<file path="src/rtl/opsg_pkg.sv">
// rtl/opsg_pkg.sv - shared strobe state, lock owner and PSG byte constants for the write arbiter
package opsg_pkg;

    typedef enum logic [1:0] {
        ST_IDLE   = 2'd0,
        ST_STROBE = 2'd1,
        ST_HOLD   = 2'd2,
        ST_GAP    = 2'd3
    } strobe_state_e;

    typedef enum logic [1:0] {
        LK_NONE = 2'd0,
        LK_A    = 2'd1,
        LK_B    = 2'd2
    } lock_owner_e;

    localparam logic [7:0] PSG_IDLE_DATA = 8'hFF;

    // Attenuation-off commands for tone 0..2 and noise.
    localparam logic [7:0] MUTE_CH0   = 8'h9F;
    localparam logic [7:0] MUTE_CH1   = 8'hBF;
    localparam logic [7:0] MUTE_CH2   = 8'hDF;
    localparam logic [7:0] MUTE_NOISE = 8'hFF;
    localparam int         MUTE_LEN   = 4;

    function automatic logic [7:0] mute_byte(input logic [1:0] idx);
        case (idx)
            2'd0:    mute_byte = MUTE_CH0;
            2'd1:    mute_byte = MUTE_CH1;
            2'd2:    mute_byte = MUTE_CH2;
            default: mute_byte = MUTE_NOISE;
        endcase
    endfunction

endpackage

</file>
<file path="src/rtl/psg_wr_arbiter_if.sv">
// rtl/psg_wr_arbiter_if.sv - requester handshakes and PSG bus of the write arbiter
interface psg_wr_arbiter_if;
    logic       a_valid;
    logic [7:0] a_data;
    logic       a_lock;
    logic       a_ready;
    logic       b_valid;
    logic [7:0] b_data;
    logic       b_lock;
    logic       b_ready;
    logic       mute_req;
    logic       mute_busy;
    logic       psg_n_wr;
    logic [7:0] psg_data;
    logic       busy;
    logic       lock_err;

    modport master (
        output a_valid, a_data, a_lock, b_valid, b_data, b_lock, mute_req,
        input  a_ready, b_ready, mute_busy, psg_n_wr, psg_data, busy, lock_err
    );

    modport slave (
        input  a_valid, a_data, a_lock, b_valid, b_data, b_lock, mute_req,
        output a_ready, b_ready, mute_busy, psg_n_wr, psg_data, busy, lock_err
    );
endinterface

</file>
<file path="src/rtl/psg_wr_strobe.sv">
// rtl/psg_wr_strobe.sv - per-byte write strobe timing: STROBE low, HOLD, then idle-data GAP
module psg_wr_strobe
    import opsg_pkg::*;
#(
    parameter int WR_LOW_CYCLES = 2,
    parameter int WR_GAP_CYCLES = 2
) (
    input  logic       clk,
    input  logic       rst,
    input  logic       start_i,
    input  logic [7:0] byte_i,
    output logic       idle_o,
    output logic       psg_n_wr_o,
    output logic [7:0] psg_data_o
);
    localparam int MAXC = (WR_LOW_CYCLES > WR_GAP_CYCLES) ? WR_LOW_CYCLES : WR_GAP_CYCLES;
    localparam int CW   = $clog2(MAXC + 1);

    strobe_state_e   state_q, state_d;
    logic [CW-1:0]   cnt_q, cnt_d;
    logic [7:0]      byte_q, byte_d;
    logic            n_wr_q, n_wr_d;
    logic [7:0]      data_q, data_d;

    always_comb begin
        state_d = state_q;
        cnt_d   = cnt_q;
        byte_d  = byte_q;
        case (state_q)
            ST_IDLE: begin
                if (start_i) begin
                    state_d = ST_STROBE;
                    cnt_d   = CW'(WR_LOW_CYCLES - 1);
                    byte_d  = byte_i;
                end
            end
            ST_STROBE: begin
                if (cnt_q == '0) state_d = ST_HOLD;
                else             cnt_d   = cnt_q - CW'(1);
            end
            ST_HOLD: begin
                state_d = ST_GAP;
                cnt_d   = CW'(WR_GAP_CYCLES - 1);
            end
            ST_GAP: begin
                if (cnt_q == '0) state_d = ST_IDLE;
                else             cnt_d   = cnt_q - CW'(1);
            end
            default: state_d = ST_IDLE;
        endcase
        // Bus pins follow the next state so they change on the same edge as the FSM.
        n_wr_d = (state_d != ST_STROBE);
        data_d = (state_d == ST_STROBE || state_d == ST_HOLD) ? byte_d : PSG_IDLE_DATA;
    end

    always_ff @(posedge clk) begin
        if (rst) begin
            state_q <= ST_IDLE;
            cnt_q   <= '0;
            byte_q  <= PSG_IDLE_DATA;
            n_wr_q  <= 1'b1;
            data_q  <= PSG_IDLE_DATA;
        end else begin
            state_q <= state_d;
            cnt_q   <= cnt_d;
            byte_q  <= byte_d;
            n_wr_q  <= n_wr_d;
            data_q  <= data_d;
        end
    end

    assign idle_o     = (state_q == ST_IDLE);
    assign psg_n_wr_o = n_wr_q;
    assign psg_data_o = data_q;
endmodule

</file>
<file path="src/rtl/psg_wr_arbiter.sv">
// rtl/psg_wr_arbiter.sv - two-port PSG write arbiter with lock/timeout; mute sequencer under PSG_ARB_MUTE_EN
module psg_wr_arbiter
    import opsg_pkg::*;
#(
    parameter int WR_LOW_CYCLES = 2,
    parameter int WR_GAP_CYCLES = 2,
    parameter int LOCK_TIMEOUT  = 64
) (
    input  logic                clk,
    input  logic                rst,
    psg_wr_arbiter_if.slave     bus
);
    localparam int TW = $clog2(LOCK_TIMEOUT + 1);

    logic          st_idle;
    logic          start;
    logic [7:0]    start_byte;
    logic          mute_go;
    logic          mute_take;
    logic [7:0]    mute_data;
    logic          grant_a, grant_b, can_take, a_acc, b_acc, holder_valid;

    lock_owner_e   lock_q, lock_d;
    logic          prefer_b_q, prefer_b_d;
    logic [TW-1:0] to_cnt_q, to_cnt_d;
    logic          lock_err_q, lock_err_d;

    psg_wr_strobe #(
        .WR_LOW_CYCLES (WR_LOW_CYCLES),
        .WR_GAP_CYCLES (WR_GAP_CYCLES)
    ) u_strobe (
        .clk        (clk),
        .rst        (rst),
        .start_i    (start),
        .byte_i     (start_byte),
        .idle_o     (st_idle),
        .psg_n_wr_o (bus.psg_n_wr),
        .psg_data_o (bus.psg_data)
    );

`ifdef PSG_ARB_MUTE_EN
    logic       mute_pend_q, mute_pend_d;
    logic [2:0] mute_cnt_q, mute_cnt_d;
    logic       mute_done;
    logic       mute_busy;

    // mute_cnt counts bytes issued; the sequence ends once the last byte's GAP is over.
    always_comb begin
        mute_done   = mute_pend_q && (mute_cnt_q == 3'(MUTE_LEN)) && st_idle;
        mute_busy   = mute_pend_q && !mute_done;
        mute_go     = mute_pend_q && (mute_cnt_q != 3'(MUTE_LEN)) && (lock_q == LK_NONE);
        mute_take   = mute_go && st_idle && !rst;
        mute_data   = mute_byte(mute_cnt_q[1:0]);
        mute_pend_d = mute_pend_q;
        mute_cnt_d  = mute_cnt_q;
        if (mute_done) begin
            mute_pend_d = 1'b0;
            mute_cnt_d  = '0;
        end
        if (mute_take) mute_cnt_d = mute_cnt_q + 3'd1;
        if (bus.mute_req && !mute_busy) begin
            mute_pend_d = 1'b1;
            mute_cnt_d  = '0;
        end
    end

    always_ff @(posedge clk) begin
        if (rst) begin
            mute_pend_q <= 1'b0;
            mute_cnt_q  <= '0;
        end else begin
            mute_pend_q <= mute_pend_d;
            mute_cnt_q  <= mute_cnt_d;
        end
    end

    assign bus.mute_busy = mute_busy;
`else
    logic unused_mute_req;
    assign unused_mute_req = bus.mute_req;
    assign mute_go         = 1'b0;
    assign mute_take       = 1'b0;
    assign mute_data       = PSG_IDLE_DATA;
    assign bus.mute_busy   = 1'b0;
`endif

    always_comb begin
        grant_a = 1'b0;
        grant_b = 1'b0;
        case (lock_q)
            LK_A: grant_a = 1'b1;
            LK_B: grant_b = 1'b1;
            default: begin
                if (bus.a_valid && bus.b_valid) begin
                    grant_a = !prefer_b_q;
                    grant_b = prefer_b_q;
                end else begin
                    grant_a = bus.a_valid;
                    grant_b = bus.b_valid;
                end
            end
        endcase

        can_take     = st_idle && !rst && !mute_go;
        a_acc        = can_take && grant_a && bus.a_valid;
        b_acc        = can_take && grant_b && bus.b_valid;
        start        = a_acc || b_acc || mute_take;
        start_byte   = mute_take ? mute_data : (a_acc ? bus.a_data : bus.b_data);
        holder_valid = (lock_q == LK_A) ? bus.a_valid : bus.b_valid;

        lock_d     = lock_q;
        prefer_b_d = prefer_b_q;
        to_cnt_d   = to_cnt_q;
        lock_err_d = 1'b0;
        if (a_acc) begin
            lock_d     = bus.a_lock ? LK_A : LK_NONE;
            prefer_b_d = 1'b1;
            to_cnt_d   = '0;
        end else if (b_acc) begin
            lock_d     = bus.b_lock ? LK_B : LK_NONE;
            prefer_b_d = 1'b0;
            to_cnt_d   = '0;
        end else if (st_idle && (lock_q != LK_NONE) && !holder_valid) begin
            // A holder that stays silent too long loses the lock so the other side cannot starve.
            if (to_cnt_q == TW'(LOCK_TIMEOUT - 1)) begin
                lock_d     = LK_NONE;
                to_cnt_d   = '0;
                lock_err_d = 1'b1;
            end else begin
                to_cnt_d   = to_cnt_q + TW'(1);
            end
        end
    end

    always_ff @(posedge clk) begin
        if (rst) begin
            lock_q     <= LK_NONE;
            prefer_b_q <= 1'b0;
            to_cnt_q   <= '0;
            lock_err_q <= 1'b0;
        end else begin
            lock_q     <= lock_d;
            prefer_b_q <= prefer_b_d;
            to_cnt_q   <= to_cnt_d;
            lock_err_q <= lock_err_d;
        end
    end

    assign bus.a_ready  = a_acc;
    assign bus.b_ready  = b_acc;
    assign bus.busy     = !st_idle;
    assign bus.lock_err = lock_err_q;
endmodule
</file>
<file path="src/flat_wrapper.sv">
// flat-port wrapper written by rule: the top's interface ports become plain ports
module psg_wr_arbiter_flat import opsg_pkg::*;
#(
    parameter int WR_LOW_CYCLES = 2,
    parameter int WR_GAP_CYCLES = 2,
    parameter int LOCK_TIMEOUT  = 64
)
  (clk, rst, bus_a_valid, bus_a_data, bus_a_lock, bus_b_valid, bus_b_data, bus_b_lock, bus_mute_req, bus_a_ready, bus_b_ready, bus_mute_busy, bus_psg_n_wr, bus_psg_data, bus_busy, bus_lock_err);
  psg_wr_arbiter_if bus_i ();
  input  logic clk;
  input  logic rst;
  input wire logic [$bits(bus_i.a_valid)-1:0] bus_a_valid;
  input wire logic [$bits(bus_i.a_data)-1:0] bus_a_data;
  input wire logic [$bits(bus_i.a_lock)-1:0] bus_a_lock;
  input wire logic [$bits(bus_i.b_valid)-1:0] bus_b_valid;
  input wire logic [$bits(bus_i.b_data)-1:0] bus_b_data;
  input wire logic [$bits(bus_i.b_lock)-1:0] bus_b_lock;
  input wire logic [$bits(bus_i.mute_req)-1:0] bus_mute_req;
  output wire logic [$bits(bus_i.a_ready)-1:0] bus_a_ready;
  output wire logic [$bits(bus_i.b_ready)-1:0] bus_b_ready;
  output wire logic [$bits(bus_i.mute_busy)-1:0] bus_mute_busy;
  output wire logic [$bits(bus_i.psg_n_wr)-1:0] bus_psg_n_wr;
  output wire logic [$bits(bus_i.psg_data)-1:0] bus_psg_data;
  output wire logic [$bits(bus_i.busy)-1:0] bus_busy;
  output wire logic [$bits(bus_i.lock_err)-1:0] bus_lock_err;
  assign bus_i.a_valid = bus_a_valid;
  assign bus_i.a_data = bus_a_data;
  assign bus_i.a_lock = bus_a_lock;
  assign bus_i.b_valid = bus_b_valid;
  assign bus_i.b_data = bus_b_data;
  assign bus_i.b_lock = bus_b_lock;
  assign bus_i.mute_req = bus_mute_req;
  assign bus_a_ready = bus_i.a_ready;
  assign bus_b_ready = bus_i.b_ready;
  assign bus_mute_busy = bus_i.mute_busy;
  assign bus_psg_n_wr = bus_i.psg_n_wr;
  assign bus_psg_data = bus_i.psg_data;
  assign bus_busy = bus_i.busy;
  assign bus_lock_err = bus_i.lock_err;
  psg_wr_arbiter #(.WR_LOW_CYCLES(WR_LOW_CYCLES), .WR_GAP_CYCLES(WR_GAP_CYCLES), .LOCK_TIMEOUT(LOCK_TIMEOUT)) u_core (.clk(clk), .rst(rst), .bus(bus_i));
endmodule
</file>
<file path="config.mk">
export PLATFORM = sky130hd
export DESIGN_NAME = psg_wr_arbiter_flat
export DESIGN_NICKNAME = d
export VERILOG_FILES = /design/src/rtl/opsg_pkg.sv /design/src/rtl/psg_wr_arbiter_if.sv /design/src/rtl/psg_wr_strobe.sv /design/src/rtl/psg_wr_arbiter.sv /design/src/flat_wrapper.sv
export SDC_FILE = /design/constraint.sdc
export NUM_CORES = 1
export LEC_CHECK = 0
export CAP_MARGIN = 40
export CELL_PAD_IN_SITES_DETAIL_PLACEMENT = 1
export CELL_PAD_IN_SITES_GLOBAL_PLACEMENT = 2
export CORE_ASPECT_RATIO = 0.75
export CORE_MARGIN = 2
export CORE_UTILIZATION = 30
export DETAILED_ROUTE_END_ITERATION = 10
export PLACE_DENSITY = 0.87
export SYNTH_ARGS = -nofsm -noshare
export SYNTH_HDL_FRONTEND = slang
export SYNTH_SLANG_ARGS = --single-unit
export TNS_END_PERCENT = 20
</file>
<file path="constraint.sdc">
create_clock -name clk -period 5.15 [get_ports clk]
set_clock_uncertainty 0.2 [all_clocks]
set_input_delay 1.2875 -clock clk [delete_from_list [all_inputs] [get_ports clk]]
set_output_delay 1.2875 -clock clk [all_outputs]
set_load 0.02 [all_outputs]
</file>
Yosys cells after proc, flatten, opt, wreduce, memory -nomap -nowiden:

Index checks and enable logic that the tools add are counted.

* bits in registers: 32
* input bits: 23
* output and inout port bits: 14
* word-level logic and storage cells: 75

* $add $sub $neg: 2
* eq/ne operators: 11
* muxes and demuxes: 25
* bitwise operators: 2
* reductions and logical operators: 26

Operator list (number)
* two-way mux 8 bit: 3
* two-way mux 2 bit: 10
* equality test 2 bit, second input constant: 4
* logical AND 1 bit: 8
* case mux 2 bit (4 select lines): 1
* adder 7 x 1 -> 7 bit, second input constant: 1
* equality test 7 x 6 -> 1 bit, second input constant: 1
* two-way mux 1 bit: 7
* two-way mux 7 bit: 1
* equality test 2 x 1 -> 1 bit, second input constant: 3
* case mux 2 bit (3 select lines): 1
* nonzero test 3 bit: 2
* logical NOT 1 bit: 4
* logical NOT 2 bit: 2
* != test 2 bit, second input constant: 2
* case mux 1 bit (2 select lines): 2
* AND reduction 2 bit: 2
* nonzero test 2 bit: 2
* OR reduction 2 bit: 2
* OR reduction 4 bit: 1
* OR reduction 3 bit: 1
* logical OR 1 bit: 2
* != test 2 x 1 -> 1 bit, second input constant: 1
* NOT 1 bit: 2
* subtractor 2 x 1 -> 2 bit, second input constant: 1

Depth between registers and ports, before layout:

* word-level depth: 12
* depth in mapped cells: 9
* mapped depth without buffers: 9

By module:

A second synthesis with hierarchy kept.

* cells, all modules: 176
* area, all modules: 1670.4 µm²

By module, submodules not included
* psg_wr_strobe: instances 1, cells an instance 99, area each 944.7 µm²
* psg_wr_arbiter: instances 1, cells an instance 77, area each 725.7 µm²

Least setup slack after synthesis:

No wires, ideal clock.

* kind: input to output
* start point: in rst
* end point: out bus_a_ready
* data arrival time: 2.047 ns
* data required time: 3.663 ns
* setup slack: 1.616 ns
* stages on the path: 4
* buffers on the path: 1
* path through: nor3_4 nand4_2 buf_4 inv_1

* word-level cells in the longest chain between the ends: 4

Ends and longest elaborated chain
* from (decl): RTL line flat_wrapper.sv:11 `input logic rst;`
* logical NOT 1 bit: RTL line psg_wr_arbiter.sv:104 `can_take = st_idle && !rst && !mute_go;`
* logical AND 1 bit: RTL line psg_wr_arbiter.sv:104
* logical AND 1 bit (2 in a row): RTL line psg_wr_arbiter.sv:105 `a_acc = can_take && grant_a && bus.a_valid;`
* to (decl): RTL line flat_wrapper.sv:19 `output wire logic [$bits(bus_i.a_ready)-1:0] bus_a_ready;`

No other way between the ends.

Final worst setup path:

* start point: in bus_a_valid
* end point: out bus_b_ready

* word-level cells in the longest chain between the ends: 5

Ends and longest elaborated chain
* from (decl): RTL line flat_wrapper.sv:12 `input wire logic [$bits(bus_i.a_valid)-1:0] bus_a_valid;`
* logical AND 1 bit: RTL line psg_wr_arbiter.sv:94 `if (bus.a_valid && bus.b_valid) begin`
* two-way mux 1 bit: RTL line psg_wr_arbiter.sv:94
* case mux 1 bit (2 select lines): RTL line psg_wr_arbiter.sv:90 `case (lock_q)`
* logical AND 1 bit (2 in a row): RTL line psg_wr_arbiter.sv:106 `b_acc = can_take && grant_b && bus.b_valid;`
* to (decl): RTL line flat_wrapper.sv:20 `output wire logic [$bits(bus_i.b_ready)-1:0] bus_b_ready;`

No other way between the ends.

==> results.py <==
metrics = {
    "timing": {
        "max_freq_ghz": 0.225,
        "post-route-period-util_pct": 86.2,
        "setup_viol": 0,
        "slew_violations": 0,
        "worst_slack_ns": 0.709,
        "slew_headroom_pct": 59.7,
        "rsz0062_at_grt": "false",
        "hold_violations": 0,
        "worst_slew_pin_slew_ns": 0.600,
        "fin_crit_ns": 4.44,
        "setup_tns_ns": 0,
    },
    "clock_network": {
        "cts.sinks": 32,
        "cts_root_buf": "clkbuf_8",
        "cts_buffers": 5,
        "cts_tree": "done",
        "clock_path_buffers": 2,
        "postCtsSetupRepairBufs": 0,
        "insertion_delay_ns": 0.28,
        "path_clk_slew_ns": 0.06,
        "cts_hold_buf": 0,
        "ctsResizeCount": 0,
        "htreeDepth": 2,
    },
    "place": {
        "place_congestion": 0.734,
        "hpwl_mm": 2.71,
        "place_ws_ns": 0.723,
        "port_buffers": 34,
    },
    "floorplan": {
        "die_w_um": 83.2,
        "ios": 37,
        "fp.dieArea_mm2": 0.00527,
        "start_util_pct": 31.4,
        "core_area_mm2": 0.00449,
        "die_h_um": 63.4,
        "fp-row-count": 21,
    },
    "synth": {
        "synth.avg_cell_area_um2": 9.28,
        "ys_types": 34,
        "ys_seq_elements": 32,
        "synth_warnings": 0,
        "ys_seq_area_share_pct": 45.4,
        "synth_nets": 181,
        "mappedNetlistArea_mm2": 0.00141,
        "netlist_instances": 152,
    },
    "global_route": {
        "use_met1_pct": 17.9,
        "grt_max_degree": 26,
        "grt_pass1_wl_mm": 6.07,
        "top_usage_layer": "met2",
        "grt_usage_pct": 14.9,
        "grt_pass1_vias": 1268,
        "grt_util_met2_pct": 24.4,
        "grt-ovfl-total": 0,
        "grt_antenna_before_repair": 0,
        "grt_util_met3_pct": 4.46,
    },
    "cells_and_area": {
        "area_delta_synth_final_pct": 33.3,
        "antennaDiodeCount": 0,
        "drive_gt1_share_pct": 10.6,
        "layout_commonest_cell": "clkdlybuf4s50_1",
        "nets": 220,
        "layout_common_cells": "34 x clkdlybuf4s50_1, 32 x dfxtp_1, 19 x nor2_1, 11 x nand2_1",
    },
    "power": {
        "p_seq_share_pct": 42.9,
        "clock_power_share_pct": 24.6,
        "combPwrFrac_pct": 32.5,
        "total_power_mw": 0.686,
        "pwr_density_cell_mw_per_mm2": 365,
        "ir_drop_uv": 144,
        "p_int_mw": 0.466,
        "p_switching_mw": 0.221,
        "leakage_nw": 0.763,
        "swShare_pct": 32.1,
    },
    "worst_setup_path": {
        "path_class": "in2out",
        "crit_path_end_kind": "output port",
        "worstSetupStartpointType": "input pin",
        "required_ns": 3.66,
        "cp_max_fo": 4,
        "arrival_ns": 2.95,
    },
    "route": {
        "drt_iter0_markers": 29,
        "wl_per_cell_um": 14.4,
        "ant_nets": 0,
        "vias": 1184,
        "vias_per_cell": 4.81,
        "dr.pass1.iters": 4,
        "drcViolationCount": 0,
        "routed_wl_mm": 3.54,
    },
    "status": {
        "status": "completed",
    },
    "flow_run": {
        "cap_violations": 0,
    },
    "min_path": {
        "hold_path_class": "reg2reg",
    },
}
==> final cells by class <==
class | count | area [µm²]
Tap cell | 57 | 71.3
Clock buffer | 5 | 68.8
Timing Repair Buffer | 37 | 363
Multi-Input combinational cell | 106 | 702
Sequential cell | 32 | 641
Fill cell | 522 | 2610
Inverter | 9 | 33.8
==> final timing paths <==
| kind | from | to | slack, ns | cells past startpoint |
|---|---|---|---|---|
| max | bus_a_valid | bus_b_ready | 0.71 | 5 |
| min | u_core.to_cnt_q[6]$_SDFFE_PP0P_ | u_core.to_cnt_q[6]$_SDFFE_PP0P_ | 0.25 | 2 |
| max reg2reg | u_core.lock_q[1]$_SDFFE_PP0P_ | u_core.u_strobe.psg_data_o[1]$_SDFF_PP1_ | 2.64 | 9 |
| min reg2reg | u_core.to_cnt_q[6]$_SDFFE_PP0P_ | u_core.to_cnt_q[6]$_SDFFE_PP0P_ | 0.25 | 2 |
==> per-stage QoR <==
stage,util (%),hold slack (ns),instance area (µm²),cells
2_1_floorplan,-,0.223,1410,152
3_3_place_gp,40.3,0.231,1810,241
3_5_place_dp,40.3,0.238,1810,241
4_1_cts,41.8,0.252,1880,246
5_1_grt,41.8,0.277,1880,246
6_report,41.8,0.248,1880,246
==> power groups by stage <==
stage	Combinational, mW	Clock (mW)	Sequential, mW
after CTS	0.225	0.173	0.295
after global placement	0.216	0	0.298
final	0.223	0.169	0.295
after global routing	0.248	0.186	0.298
after detailed placement	0.223	0	0.301
after floorplan	0.124	0	0.311
==> state kept, by name, indices dropped and copies added (netlist names) <==
name / count
u_core.lock_q: 2
u_core.u_strobe.byte_q: 8
u_core.u_strobe.psg_data_o: 8
u_core.prefer_b_q: 1
u_core.u_strobe.psg_n_wr_o: 1
u_core.to_cnt_q: 7
u_core.bus.lock_err: 1
u_core.u_strobe.state_q: 2
u_core.u_strobe.cnt_q: 2
==> synth_stat cells <==
cell type  number  area share, %
or2_1           2           0.89
inv_1           9            2.4
o21ai_1         1           0.35
nand4_1         2           0.89
a31o_2          1           0.62
nor3b_1         2            1.1
buf_4           2            1.1
nor3_1          2           0.71
o31ai_1         2            1.1
nand3b_1        2            1.1
o21ai_0         1           0.35
nor3_4          1            1.2
nor3b_2         1           0.89
and3_1          1           0.44
ha_1            6            5.3
nor2_1         19            5.1
nand2_1        11            2.9
xor2_1          5            3.1
or2_2           6            2.7
or3_1           8            3.5
o41ai_1         1           0.62
buf_6           1           0.80
or3b_1          1           0.62
dfxtp_1        32             45
nand4_2         2            1.8
nand2b_1        2           0.89
or4b_2          1           0.71
a211oi_1        2            1.1
mux2i_1         9            6.4
a22oi_1         2            1.1
nand3_1         3            1.1
conb_1          1           0.27
clkbuf_1        2           0.53
a21oi_1         9            3.2
==> per-layer routing <==
layer	wire, µm	part of all wire [%]	vias to the layer above
met5	0	0	-
met4	82	2.3	0
met3	131	3.7	12
met2	1660	47	22
met1	1660	47	560
li1	-	-	590
==> critical path: stages <==
cell	delay [ns]
clkdlybuf4s50_1	0.56
or3b_1	0.39
nand4_2	0.12
inv_1	0.07
clkdlybuf4s50_1	0.53
==> cell families after synthesis <==
kind of cell / share of synthesized area (%)
compound gates: 8.34
xor+xnor: 3.11
mux: 6.39
other cells: 0.266
fa+ha+maj: 5.32
simple gates: 26.4
buf+inv: 4.79
flops: 45.4
Power figures use the tool's default switching activity.
